<file path="src/rtl/stopwatch_pkg.sv">
// stopwatch_pkg: shared control-state type and default timing constants for the stopwatch
package stopwatch_pkg;
  typedef enum logic [1:0] {IDLE, RUN, PAUSE, DONE} ctrl_state_t;
  localparam int TICK_DIV_DEF = 50_000_000;
  localparam int DEBOUNCE_CYC_DEF = 1_000_000;
endpackage

</file>
<file path="src/rtl/btn_debounce.sv">
// btn_debounce: 2-flop synchronizer, stable-level debouncer and one-cycle press pulse on rising edge
module btn_debounce
  import stopwatch_pkg::*;
#(
  parameter int DEBOUNCE_CYC = DEBOUNCE_CYC_DEF
) (
  input  logic clk,
  input  logic reset,
  input  logic raw,
  output logic press
);
  localparam int CW = $clog2(DEBOUNCE_CYC + 1);
  localparam logic [CW-1:0] LAST = CW'(DEBOUNCE_CYC - 1);
  logic s1, s2, level;
  logic [CW-1:0] cnt;
  always_ff @(posedge clk or negedge reset)
    if (!reset) begin
      s1 <= 1'b0;
      s2 <= 1'b0;
      level <= 1'b0;
      cnt <= '0;
      press <= 1'b0;
    end else begin
      s1 <= raw;
      s2 <= s1;
      press <= 1'b0;
      // any cycle that agrees with the accepted level restarts the stability count
      if (s2 == level) cnt <= '0;
      else if (cnt == LAST) begin
        level <= s2;
        cnt <= '0;
        press <= s2;
      end else cnt <= cnt + 1'b1;
    end
endmodule

</file>
<file path="src/rtl/stopwatch_ctrl.sv">
// stopwatch_ctrl: debounced buttons, IDLE/RUN/PAUSE/DONE control and count-tick prescaler
// feeding the seconds-digit chain.
module stopwatch_ctrl
  import stopwatch_pkg::*;
#(
  parameter int TICK_DIV = TICK_DIV_DEF,
  parameter int DEBOUNCE_CYC = DEBOUNCE_CYC_DEF
) (
  input  logic clk,
  input  logic reset,
  input  logic btn_start,
  input  logic btn_clear,
  input  logic sw_mode,
  input  logic all_zero,
  output logic start,
  output logic ups,
  output logic clr,
  output logic running,
  output logic done
);
  localparam int PW = $clog2(TICK_DIV);
  localparam logic [PW-1:0] LAST = PW'(TICK_DIV - 1);
  ctrl_state_t state;
  logic [PW-1:0] presc;
  logic mode_s1, mode_s2, start_press, clear_press;
  btn_debounce #(.DEBOUNCE_CYC(DEBOUNCE_CYC)) u_start (
    .clk(clk), .reset(reset), .raw(btn_start), .press(start_press)
  );
  btn_debounce #(.DEBOUNCE_CYC(DEBOUNCE_CYC)) u_clear (
    .clk(clk), .reset(reset), .raw(btn_clear), .press(clear_press)
  );
  always_ff @(posedge clk or negedge reset)
    if (!reset) begin
      state <= IDLE;
      presc <= '0;
      mode_s1 <= 1'b0;
      mode_s2 <= 1'b0;
      start <= 1'b0;
      ups <= 1'b1;
      clr <= 1'b0;
      running <= 1'b0;
      done <= 1'b0;
    end else begin
      mode_s1 <= sw_mode;
      mode_s2 <= mode_s1;
      if (state == IDLE) ups <= mode_s2;
      start <= 1'b0;
      clr <= 1'b0;
      if (clear_press) begin
        state <= IDLE;
        presc <= '0;
        clr <= 1'b1;
        running <= 1'b0;
        done <= 1'b0;
      end else
        case (state)
          IDLE: begin
            presc <= '0;
            if (start_press && (ups || !all_zero)) begin
              state <= RUN;
              running <= 1'b1;
            end
          end
          RUN:
            // reaching zero on a down-count wins over both a press and a due tick
            if (!ups && all_zero) begin
              state <= DONE;
              presc <= '0;
              running <= 1'b0;
              done <= 1'b1;
            end else if (start_press) begin
              state <= PAUSE;
              running <= 1'b0;
            end else begin
              presc <= (presc == LAST) ? '0 : presc + 1'b1;
              start <= presc == LAST;
            end
          PAUSE:
            if (start_press) begin
              state <= RUN;
              running <= 1'b1;
            end
          DONE: presc <= '0;
        endcase
    end
endmodule

</file>
<file path="config.mk">
export PLATFORM = sky130hd
export DESIGN_NAME = stopwatch_ctrl
export DESIGN_NICKNAME = d
export VERILOG_FILES = /design/src/rtl/stopwatch_pkg.sv /design/src/rtl/btn_debounce.sv /design/src/rtl/stopwatch_ctrl.sv
export SDC_FILE = /design/constraint.sdc
export NUM_CORES = 1
export LEC_CHECK = 0
export ABC_AREA = 1
export BUFFER_PORTS_ARGS = -buffer_cell sky130_fd_sc_hd__buf_2
export CAP_MARGIN = 20
export CORE_ASPECT_RATIO = 0.9
export CORE_MARGIN = 4
export CORE_UTILIZATION = 55
export DETAILED_ROUTE_END_ITERATION = 10
export PLACE_DENSITY = 0.8
export SKIP_CTS_REPAIR_TIMING = 1
export SLEW_MARGIN = 30
export SYNTH_ARGS = -nofsm -noshare
export SYNTH_HDL_FRONTEND = slang
export SYNTH_HIERARCHICAL = 1
export SYNTH_SLANG_ARGS = --single-unit
export TNS_END_PERCENT = 5
</file>
<file path="constraint.sdc">
create_clock -name clk -period 1.5 [get_ports clk]
set_input_delay 0.15 -clock clk [delete_from_list [all_inputs] [get_ports clk]]
set_output_delay 0.15 -clock clk [all_outputs]
set_load 0.02 [all_outputs]
</file>
==> flow_summary.yaml <==
worst_setup_path:
  start_kind: "flop"
  endpoint_kind: "flop"
  worstPathRequired_ns: 1.74
  arrival_ns: 1.90
  critPathLaunch: "state[1]$_DFFE_PN0P_"
  timing.rr.end: "presc[9]$_DFFE_PN0P_"
  rr_startpoint: "state[1]$_DFFE_PN0P_"
  worstSetupEndpoint: "presc[9]$_DFFE_PN0P_"
  cp_max_fo: 8
  path_class: "reg -> reg"
  regToRegSetupSlack_ns: -0.17
  r2r_cells: 10
layout:
  regArea_um2: 2080
  drive_gt1_share_pct: 23.8
  final_nets: 718
  area_delta_synth_final_pct: 16.3
  multi_input_area_um2: 2750
  antenna_cells: 0
  fillers: 655
grt:
  grtUsageTotal_pct: 21.7
  antenna_found_initial: 0
  grt_max_degree: 44
  first_global_vias: 4238
  grt_first_pass_wirelength_um: 19100
  grt-ovfl-total: 0
route:
  routed_wl_um: 11500
  vias: 4322
  wl_per_cell_um: 13.9
  dr.pass1.iters: 5
  via_per_inst: 5.21
  drc: 0
  ant_nets: 0
  first_iter_violations: 392
cts:
  root_buffer: "clkbuf_8"
  clock_path_buffers: 2
  insertion_delay_ns: 0.35
  cts_buffers: 9
  cts_tree: "yes"
  h-tree-depth: 3
  clkSinkCount: 83
  cts.clk_slew.worst_paths_ns: 0.08
floorplanning:
  start_util_pct: 57.7
  die_y_um: 99.0
  die_x_um: 109
  rows: 32
  ioPinCount: 11
  fp.coreArea_um2: 8770
  dieArea_um2: 10800
min_path:
  hold_path.class: "in -> async"
timing:
  clock.fmax_ghz: 0.600
  final_max_slew_viol_count: 0
  slew_headroom_pct: 73.2
  tightest_slew_ns: 0.402
  finalCriticalPeriod_ns: 1.67
  hold-worst-slack_ns: 0.237
  fin_crit_sh_pct: 111
  finalSetupViolations: 27
  finClkSkew_ns: 0.00782
  setup_slack_ns: -0.166
  finalHoldViolCount: 0
  rsz0062_at_grt: "yes"
yosys:
  synth_cells: 652
  ys_warn_count: 6
  seq_area_frac_synth_pct: 41.1
  synth.area.top_cells: "dfrtp_1 (41%), nand2_1 (11%), nor2_1 (8.6%)"
  syn_nets: 664
  synth_top_area_share_pct: 40.6
  postSynthAreaPerCell_um2: 7.76
  ys_ff_latch: 83
  netlist.top_cell.by_area: "dfrtp_1"
  syn_area_um2: 5060
  ys_types: 35
placed_design:
  port_buffers: 10
  gp_congestion: 0.915
  hpwlAfterDp_um: 8180
power:
  p_per_area_nw_per_um2: 679
  vdd_drop_max_uv: 612
  p_leak_uw: 0.00274
  finalPower_uw: 3990
run_status:
  outcome: "complete, but fails checks"
  violations: "negative setup slack"
flow_run:
  max_cap_violations: 0
==> cells in the mapped netlist, drive strengths merged <==
library cell / n
inv: 87
nor4: 1
ha: 6
nand2: 170
nand3: 66
dfrtp: 82
xor2: 19
nand4: 10
o21ai: 18
buf: 4
xnor2: 7
o211ai: 1
a21oi: 6
o21bai: 4
o21a: 1
dfstp: 1
nand3b: 6
nor2: 151
nor3: 12
==> layout by cell type (no fill, tap or decap), types with 11 or more instances in the layout <==
master / instances
nor2_1: 111
inv_1: 74
buf_4: 28
nor2_4: 19
o21ai_0: 11
nor2_2: 19
xor2_1: 16
nand3_1: 55
dfrtp_1: 82
inv_2: 11
nand2_2: 20
nand2_1: 140
==> final cells by class <==
cell class,count,share of cell area [%]
Timing Repair inverter,2,0.298
Inverter,87,5.89
Timing Repair Buffer,45,6.08
Clock inverter,4,0.872
Clock buffer,12,2.30
Multi-Input combinational cell,478,46.7
Tap cell,119,2.53
Sequential cell,83,35.3
==> routing by layer <==
metal	vias to the layer above	track usage [%]	share of wire (%)
met4	0	6.41	0.81
met5	-	0	0
met1	2055	29.1	45
met2	113	35.6	50
met3	9	4.32	4.4
li1	2145	-	-
==> power breakdown <==
part	switching [µW]	internal, µW
logic	99.9	44.6
clock network	802	773
registers	15.1	2260
==> sequential cells by signal, summed over array words and instances, names as in the netlist <==
signal	cells
clr	1
done	1
mode_s1	1
mode_s2	1
presc	26
running	1
start	1
state	2
u_clear/cnt	20
u_clear/level	1
u_clear/press	1
u_clear/s1	1
u_clear/s2	1
u_start/cnt	20
u_start/level	1
u_start/press	1
u_start/s1	1
u_start/s2	1
ups	1
==> logic make-up (layout without fill, tap and decap cells) <==
group / Yosys count / in the layout / synth area share, %
AO/OA/AOI/OAI: 30 / 30 / 3.49
XOR/XNOR: 26 / 26 / 4.80
adder cells (fa/ha/maj): 6 / 6 / 1.48
buffers and inverters: 91 / 150 / 7.67
flip-flops: 83 / 83 / 41.1
AND/OR/NAND/NOR: 416 / 416 / 41.5
==> worst min path at each step <==
stage,from,endpoint,slack [ns]
3_3_place_gp,reset,mode_s2$_DFF_PN0_,0.07
2_1_floorplan,reset,clr$_DFF_PN0_,-0.15
3_5_place_dp,reset,mode_s2$_DFF_PN0_,0.08
6_report,reset,mode_s2$_DFF_PN0_,0.24
5_1_grt,reset,mode_s2$_DFF_PN0_,0.26
4_1_cts,reset,mode_s2$_DFF_PN0_,-0.31
==> per-stage QoR <==
step                setup slack (ns)  cell area [µm²]  util (%)  setup TNS, ns  instances
finish                        -0.166             5880      67.1          -2.34        830
global route                  -0.258             5880      67.1          -4.71        830
CTS                           -0.222             5600      63.9          -4.79        819
detailed placement            -0.198             5420      61.8          -3.51        803
global placement             -0.0800             5420      61.8         -0.693        803
floorplan                     0.0210             5060         -              0        652
==> worst max-delay path, stage by stage (launching register included) <==
cell,delay [ns]
dfrtp_1,0.40
inv_2,0.11
ha_4,0.15
inv_2,0.05
nor2_4,0.14
nand3_4,0.11
nand2_8,0.15
buf_6,0.13
nor2_1,0.05
xor2_1,0.20
nor2_2,0.06
(Power assumes the default switching activity.)
